**config.mk**
```make
export PLATFORM = sky130hd
export DESIGN_NAME = prbs_seq_ctrl
export DESIGN_NICKNAME = d
export VERILOG_FILES = /design/src/rtl/prbs_seq_ctrl_pkg.sv /design/src/rtl/prbs_seq_ctrl_lfsr.sv /design/src/rtl/prbs_seq_ctrl.sv
export SDC_FILE = /design/constraint.sdc
export NUM_CORES = 1
export LEC_CHECK = 0
export BUFFER_PORTS_ARGS = -buffer_cell sky130_fd_sc_hd__buf_2
export CORE_ASPECT_RATIO = 0.75
export CORE_MARGIN = 5
export CORE_UTILIZATION = 45
export DETAILED_ROUTE_END_ITERATION = 6
export GPL_TIMING_DRIVEN = 0
export PLACE_DENSITY = 0.71
export SYNTH_ARGS = -nofsm -noshare
export SYNTH_HDL_FRONTEND = slang
export SYNTH_SLANG_ARGS = --single-unit
```
**constraint.sdc**
```tcl
create_clock -name clk -period 3.1 [get_ports clk]
set_input_delay 0.31 -clock clk [delete_from_list [all_inputs] [get_ports clk]]
set_output_delay 0.31 -clock clk [all_outputs]
set_load 0.01 [all_outputs]
```
**src/rtl/prbs_seq_ctrl_pkg.sv**
```systemverilog
// prbs_seq_ctrl_pkg
//   Shared definitions for the PRBS sequencer slice: FSM state encoding
//   and the default maximal-length tap masks for the supported LFSR widths.
//   No ports (package).
package prbs_seq_ctrl_pkg;

  // Encodings are fixed so generator and checker blocks decode state_dbg alike.
  typedef enum logic [1:0] {
    S_IDLE = 2'd0,
    S_LOAD = 2'd1,
    S_RUN  = 2'd2,
    S_DONE = 2'd3
  } state_t;

  // Fibonacci feedback masks; bit k-1 set for each x^k term of the polynomial.
  localparam logic [2:0]  TAPS_W3  = 3'b110;                           // x^3+x^2+1
  localparam logic [6:0]  TAPS_W7  = 7'b110_0000;                      // x^7+x^6+1
  localparam logic [14:0] TAPS_W15 = 15'b110_0000_0000_0000;           // x^15+x^14+1
  localparam logic [30:0] TAPS_W31 = 31'b100_1000_0000_0000_0000_0000_0000_0000; // x^31+x^28+1

endpackage

```
**src/rtl/prbs_seq_ctrl_lfsr.sv**
```systemverilog
// prbs_lfsr
//   Fibonacci LFSR register. Shifts left, feedback enters at bit 0:
//   state <= {state[WIDTH-2:0], ^(state & TAPS)}.
// Ports
//   clk       rising-edge clock
//   R         synchronous active-high reset (state -> all ones)
//   load      load seed this cycle (has priority over shift_en)
//   seed      value loaded when load=1
//   shift_en  advance one step
//   state     current register contents
module prbs_lfsr #(
  parameter int               WIDTH = 3,
  parameter logic [WIDTH-1:0] TAPS  = 3'b110
) (
  input  logic             clk,
  input  logic             R,
  input  logic             load,
  input  logic [WIDTH-1:0] seed,
  input  logic             shift_en,
  output logic [WIDTH-1:0] state
);

  logic fb;

  assign fb = ^(state & TAPS);

  always_ff @(posedge clk) begin
    if (R) begin
      state <= '1;
    end else if (load) begin
      state <= seed;
    end else if (shift_en) begin
      state <= {state[WIDTH-2:0], fb};
    end
  end

endmodule

```
**src/rtl/prbs_seq_ctrl.sv**
```systemverilog
// prbs_seq_ctrl
//   Sequences a PRBS burst: captures seed/len on start, loads the LFSR,
//   streams len bits to a consumer under a valid/ready stall handshake,
//   then pulses done. An all-zero seed is replaced by all ones so the
//   LFSR cannot lock up. abort returns to IDLE from LOAD or RUN.
//
//   Optional feature macro: PRBS_ERR_INJECT_EN (single-bit error inject).
//
// Ports
//   clk        rising-edge clock
//   R          synchronous active-high reset
//   start      begin burst (sampled in IDLE only)
//   abort      terminate burst (sampled in LOAD/RUN)
//   seed       initial LFSR state, captured with start
//   len        number of bits to emit, captured with start
//   inject     error request (only used with PRBS_ERR_INJECT_EN)
//   ready_in   consumer accepts out_bit this cycle
//   out_bit    PRBS bit (LFSR MSB while valid, else 0)
//   out_valid  out_bit is valid (RUN)
//   busy       high in LOAD and RUN
//   done       one-cycle pulse on normal completion
//   lfsr_q     current LFSR state
//   state_dbg  current FSM state (prbs_seq_ctrl_pkg::state_t encoding)
//
// Handshake: a bit is transferred ("accept") in every cycle where
// out_valid && ready_in. out_valid never depends on ready_in; while
// ready_in=0 the bit, LFSR and counter hold. abort in the same cycle as
// ready_in wins: the bit is not transferred.
module prbs_seq_ctrl
  import prbs_seq_ctrl_pkg::*;
#(
  parameter int               WIDTH = 3,
  parameter logic [WIDTH-1:0] TAPS  = 3'b110,
  parameter int               LEN_W = 16
) (
  input  logic             clk,
  input  logic             R,
  input  logic             start,
  input  logic             abort,
  input  logic [WIDTH-1:0] seed,
  input  logic [LEN_W-1:0] len,
  input  logic             inject,
  input  logic             ready_in,
  output logic             out_bit,
  output logic             out_valid,
  output logic             busy,
  output logic             done,
  output logic [WIDTH-1:0] lfsr_q,
  output logic [1:0]       state_dbg
);

  state_t           state;
  logic [WIDTH-1:0] seed_q;
  logic [LEN_W-1:0] len_q;
  logic [LEN_W-1:0] cnt;
  logic             accept;
  logic             lfsr_load;
  logic             lfsr_shift;
  logic             err_flip;

  assign accept     = (state == S_RUN) && ready_in && !abort;
  assign lfsr_load  = (state == S_LOAD);
  assign lfsr_shift = accept;

  prbs_lfsr #(
    .WIDTH (WIDTH),
    .TAPS  (TAPS)
  ) u_lfsr (
    .clk      (clk),
    .R        (R),
    .load     (lfsr_load),
    .seed     (seed_q),
    .shift_en (lfsr_shift),
    .state    (lfsr_q)
  );

  always_ff @(posedge clk) begin
    if (R) begin
      state  <= S_IDLE;
      seed_q <= '1;
      len_q  <= '0;
      cnt    <= '0;
    end else begin
      case (state)
        S_IDLE: begin
          if (start) begin
            // All-zero is the LFSR's stuck state; substitute all ones.
            seed_q <= (seed == '0) ? '1 : seed;
            len_q  <= len;
            state  <= (len == '0) ? S_DONE : S_LOAD;
          end
        end
        S_LOAD: begin
          cnt <= '0;
          if (abort) state <= S_IDLE;
          else       state <= S_RUN;
        end
        S_RUN: begin
          if (abort) begin
            state <= S_IDLE;
          end else if (ready_in) begin
            cnt <= cnt + LEN_W'(1);
            // This accept is the last bit of the burst.
            if (cnt == len_q - LEN_W'(1)) state <= S_DONE;
          end
        end
        S_DONE: begin
          state <= S_IDLE;
        end
        default: state <= S_IDLE;
      endcase
    end
  end

`ifdef PRBS_ERR_INJECT_EN
  // inj_pend inverts the bit currently offered. An accept retires it; an
  // inject seen on that same accept arms the flip for the following bit.
  logic inj_pend;

  always_ff @(posedge clk) begin
    if (R) begin
      inj_pend <= 1'b0;
    end else if (state != S_RUN || abort) begin
      inj_pend <= 1'b0;
    end else if (accept) begin
      inj_pend <= inject;
    end else if (inject) begin
      inj_pend <= 1'b1;
    end
  end

  assign err_flip = inj_pend;
`else
  logic unused_inject;
  assign unused_inject = inject;
  assign err_flip      = 1'b0;
`endif

  assign out_valid = (state == S_RUN);
  assign busy      = (state == S_LOAD) || (state == S_RUN);
  assign done      = (state == S_DONE);
  assign out_bit   = out_valid & (lfsr_q[WIDTH-1] ^ err_flip);
  assign state_dbg = state;

endmodule
```
==> flow_metrics.env <==
export IMPL_antenna_left=0
export IMPL_setup_violations_final=0
export IMPL_cap_violations=0
export IMPL_place_inst=404
export IMPL_syn_mean_instance_area_um2=8.04
export IMPL_initial_core_util_pct=45.7
export IMPL_status="finished, final reports clean"
export IMPL_regArea_um2=801
export IMPL_fin_tns_setup_ns=0
export IMPL_layout_nets=368
export IMPL_post_cts_buffers=0
export IMPL_critPathRequiredTime_ns=3.28
export IMPL_period_needed_ns=2.73
export IMPL_cts_hold_buf=0
export IMPL_power_density_nw_per_um2=563
export IMPL_crit_arrival_ns=2.91
export IMPL_multi_input_area_um2=1490
export IMPL_drt_initial_drc_count=133
export IMPL_grt_pass1_vias=2030
export IMPL_antenna_found_initial=0
export IMPL_worstSetupPathType="flop to flop"
export IMPL_layout_worst_path_cycle_share_pct=88.1
export IMPL_post_drt_wl_per_cell_um=13.3
export IMPL_worstRegToRegCells=11
export IMPL_vias_per_cell=5.30
export IMPL_power_total_w=0.00155
export IMPL_final_max_slew_viol_count=0
export IMPL_worst_slack_ns=0.369
export IMPL_final_common_cell="nand2_1"
export IMPL_clock_latency_ns=0.30
export IMPL_clock_path_buffers=2
export IMPL_cts_buffers=5
export IMPL_grt_max_degree=15
export IMPL_mostFrequentLayoutCells="44 x nand2_1, 40 x dfxtp_1, 34 x buf_2, 30 x nor2_1"
export IMPL_syn_nets=330
export IMPL_rows=23
export IMPL_diodes=0
export IMPL_ir_drop_mv=0.288
export IMPL_syn_instance_count=298
export IMPL_yosys_warnings=0
export IMPL_core_area_um2=5240
export IMPL_slowest_stage="or4b_4"
export IMPL_worst_pin_slew_ns=0.467
export IMPL_slowest_delay_ns=0.52
export IMPL_synth_top_flop_cell="dfxtp_1"
export IMPL_grt_pass1_wl_mm=9.27
export IMPL_endpoint_kind="flop"
export IMPL_fp_dieW_um=94.2
export IMPL_track_usage_pct=16.8
export IMPL_io_pins=34
export IMPL_syn_to_final_growth_pct=15.3
export IMPL_async_flop_share_pct=0
export IMPL_ys_ff_latch=40
export IMPL_synth_distinct_cells=46
export IMPL_clock_skew_ns=0.0101
export IMPL_cp_max_fo=9
export IMPL_max_freq_ghz=0.366
export IMPL_drive_gt1_share_pct=15.7
export IMPL_cts_tree="yes"
export IMPL_num_vias=2184
export IMPL_finalHoldViolations=0
export IMPL_place_hpwl_mm=4.22
export IMPL_synth_edf_count=0
export IMPL_place_congestion=0.852
export IMPL_ctsResizeCount=0
export IMPL_portBuffers=31
export IMPL_yosysSeqAreaShare_pct=33.4
export IMPL_final_cells=412
export IMPL_hold_path_depth=3
export IMPL_start_kind="flop"
export IMPL_num_fill_cells=544
export IMPL_min_path_type="primary input to flop"
export IMPL_relSlewSlack_pct=68.5
export IMPL_grt_ovfl_total=0
export IMPL_worst_hold_slack_ns=0.260
export IMPL_die_y_um=73.2
export IMPL_drt_wl_total_mm=5.49
export IMPL_clkSinkCount=40
export IMPL_crit_chain="buf_2 -> inv_1 -> ha_1 -> buf_2 -> or4b_4 -> nor4_4 -> xnor2_1 -> o311ai_2 -> nor4_4 -> o221a_1 -> nor3_2"
export IMPL_dpl_worst_slack_ns=0.377
export IMPL_clk_pin_slew_ns=0.08
export IMPL_syn_area_um2=2390
export IMPL_dr_pass1_iters=4
export IMPL_leakagePower_nw=1.13
export IMPL_drcViolationCount=0
export IMPL_cts_root_buffer="clkbuf_8"
export IMPL_htree_levels=2
export IMPL_die_area_um2=6900
export IMPL_rsz0062_at_grt="false"
-- kinds of logic after synthesis --
logic type               count (synthesis)  share of synthesized area [%]
AO/OA/AOI/OAI                           51                           13.9
XOR/XNOR                                32                           12.3
adder cells (fa/ha/maj)                  7                           3.66
buffers and inverters                   24                           4.55
flip-flops                              40                           33.4
multiplexers                             3                           1.25
AND/OR/NAND/NOR                        141                           30.9
-- metal layers --
metal / routed length (um) / part of all wire, % / track usage (%) / up-vias
met3: 241 / 4.4 / 4.23 / 9
met1: 2900 / 53 / 23.5 / 1005
li1: - / - / - / 1122
met5: 0 / 0 / 0 / -
met2: 2270 / 41 / 25.2 / 48
met4: 81 / 1.5 / 6.09 / 0
-- critical path: cells and delay by family, from the launching register on --
family,cells,cell delay [ns]
buf+inv,3,0.41
fa+ha+maj,1,0.13
compound gates,2,0.42
simple gates,4,1.17
xor+xnor,1,0.17
flops,1,0.30
-- worst paths after layout --
check                           slack (ns)            to      start
worst min register to register        0.47     len_q[15]  len_q[15]
worst max register to register        0.37  state_dbg[1]   len_q[0]
worst min-delay path                  0.26      len_q[6]     len[6]
worst max-delay path                  0.37  state_dbg[1]   len_q[0]
-- registers in the layout, summed over array words and instances, names as in the netlist --
| signal | cells |
|---|---|
| state_dbg | 2 |
| cnt | 16 |
| u_lfsr.state | 3 |
| len_q | 16 |
| seed_q | 3 |
-- synth_stat cells (2+ instances only) --
| library cell | number | area, um^2 |
|---|---|---|
| dfxtp_1 | 40 | 801 |
| a211oi_1 | 3 | 22.5 |
| nor2b_1 | 4 | 25.0 |
| or3_1 | 6 | 37.5 |
| o21ai_0 | 9 | 45.0 |
| nand4_1 | 10 | 62.6 |
| o31ai_1 | 2 | 15.0 |
| and3_1 | 4 | 25.0 |
| xor2_1 | 21 | 184 |
| inv_1 | 9 | 33.8 |
| buf_2 | 3 | 15.0 |
| nor4_1 | 7 | 43.8 |
| ha_1 | 7 | 87.6 |
| a21oi_1 | 21 | 105 |
| clkbuf_1 | 10 | 37.5 |
| nor4b_1 | 2 | 17.5 |
| nor2_1 | 30 | 113 |
| xnor2_1 | 10 | 87.6 |
| buf_6 | 2 | 22.5 |
| and2_1 | 2 | 12.5 |
| nand2b_1 | 4 | 25.0 |
| mux2i_1 | 3 | 30.0 |
| a31oi_1 | 2 | 12.5 |
| nand3b_1 | 4 | 30.0 |
| nand2_1 | 44 | 165 |
| a22oi_1 | 2 | 15.0 |
| nor4_4 | 2 | 42.5 |
| a211o_1 | 4 | 35.0 |
| nand3_1 | 5 | 25.0 |
| nor3_1 | 10 | 50.1 |
-- final cells by class --
cell class	instances	area share [%]
multi-input combinational	234	53.8
buffer	15	2.72
clock buffer	5	2.49
inverter	9	1.22
sequential	40	29.0
timing repair buffer	31	5.62
tap	75	3.40
clock inverter	3	1.72
-- power by group --
part           internal, W  switching, W
clock network     0.000243      0.000199
registers         0.000555     0.0000478
logic             0.000218      0.000292
total              0.00102      0.000539
-- through the flow --
stage / util [%] / cell area (um^2)
after CTS: 52.7 / 2760
after detailed placement: 50.5 / 2640
final: 52.7 / 2760
after global routing: 52.7 / 2760
after global placement: 50.5 / 2640
after floorplan: - / 2390
Note: power is estimated with default switching activity, not from simulation.
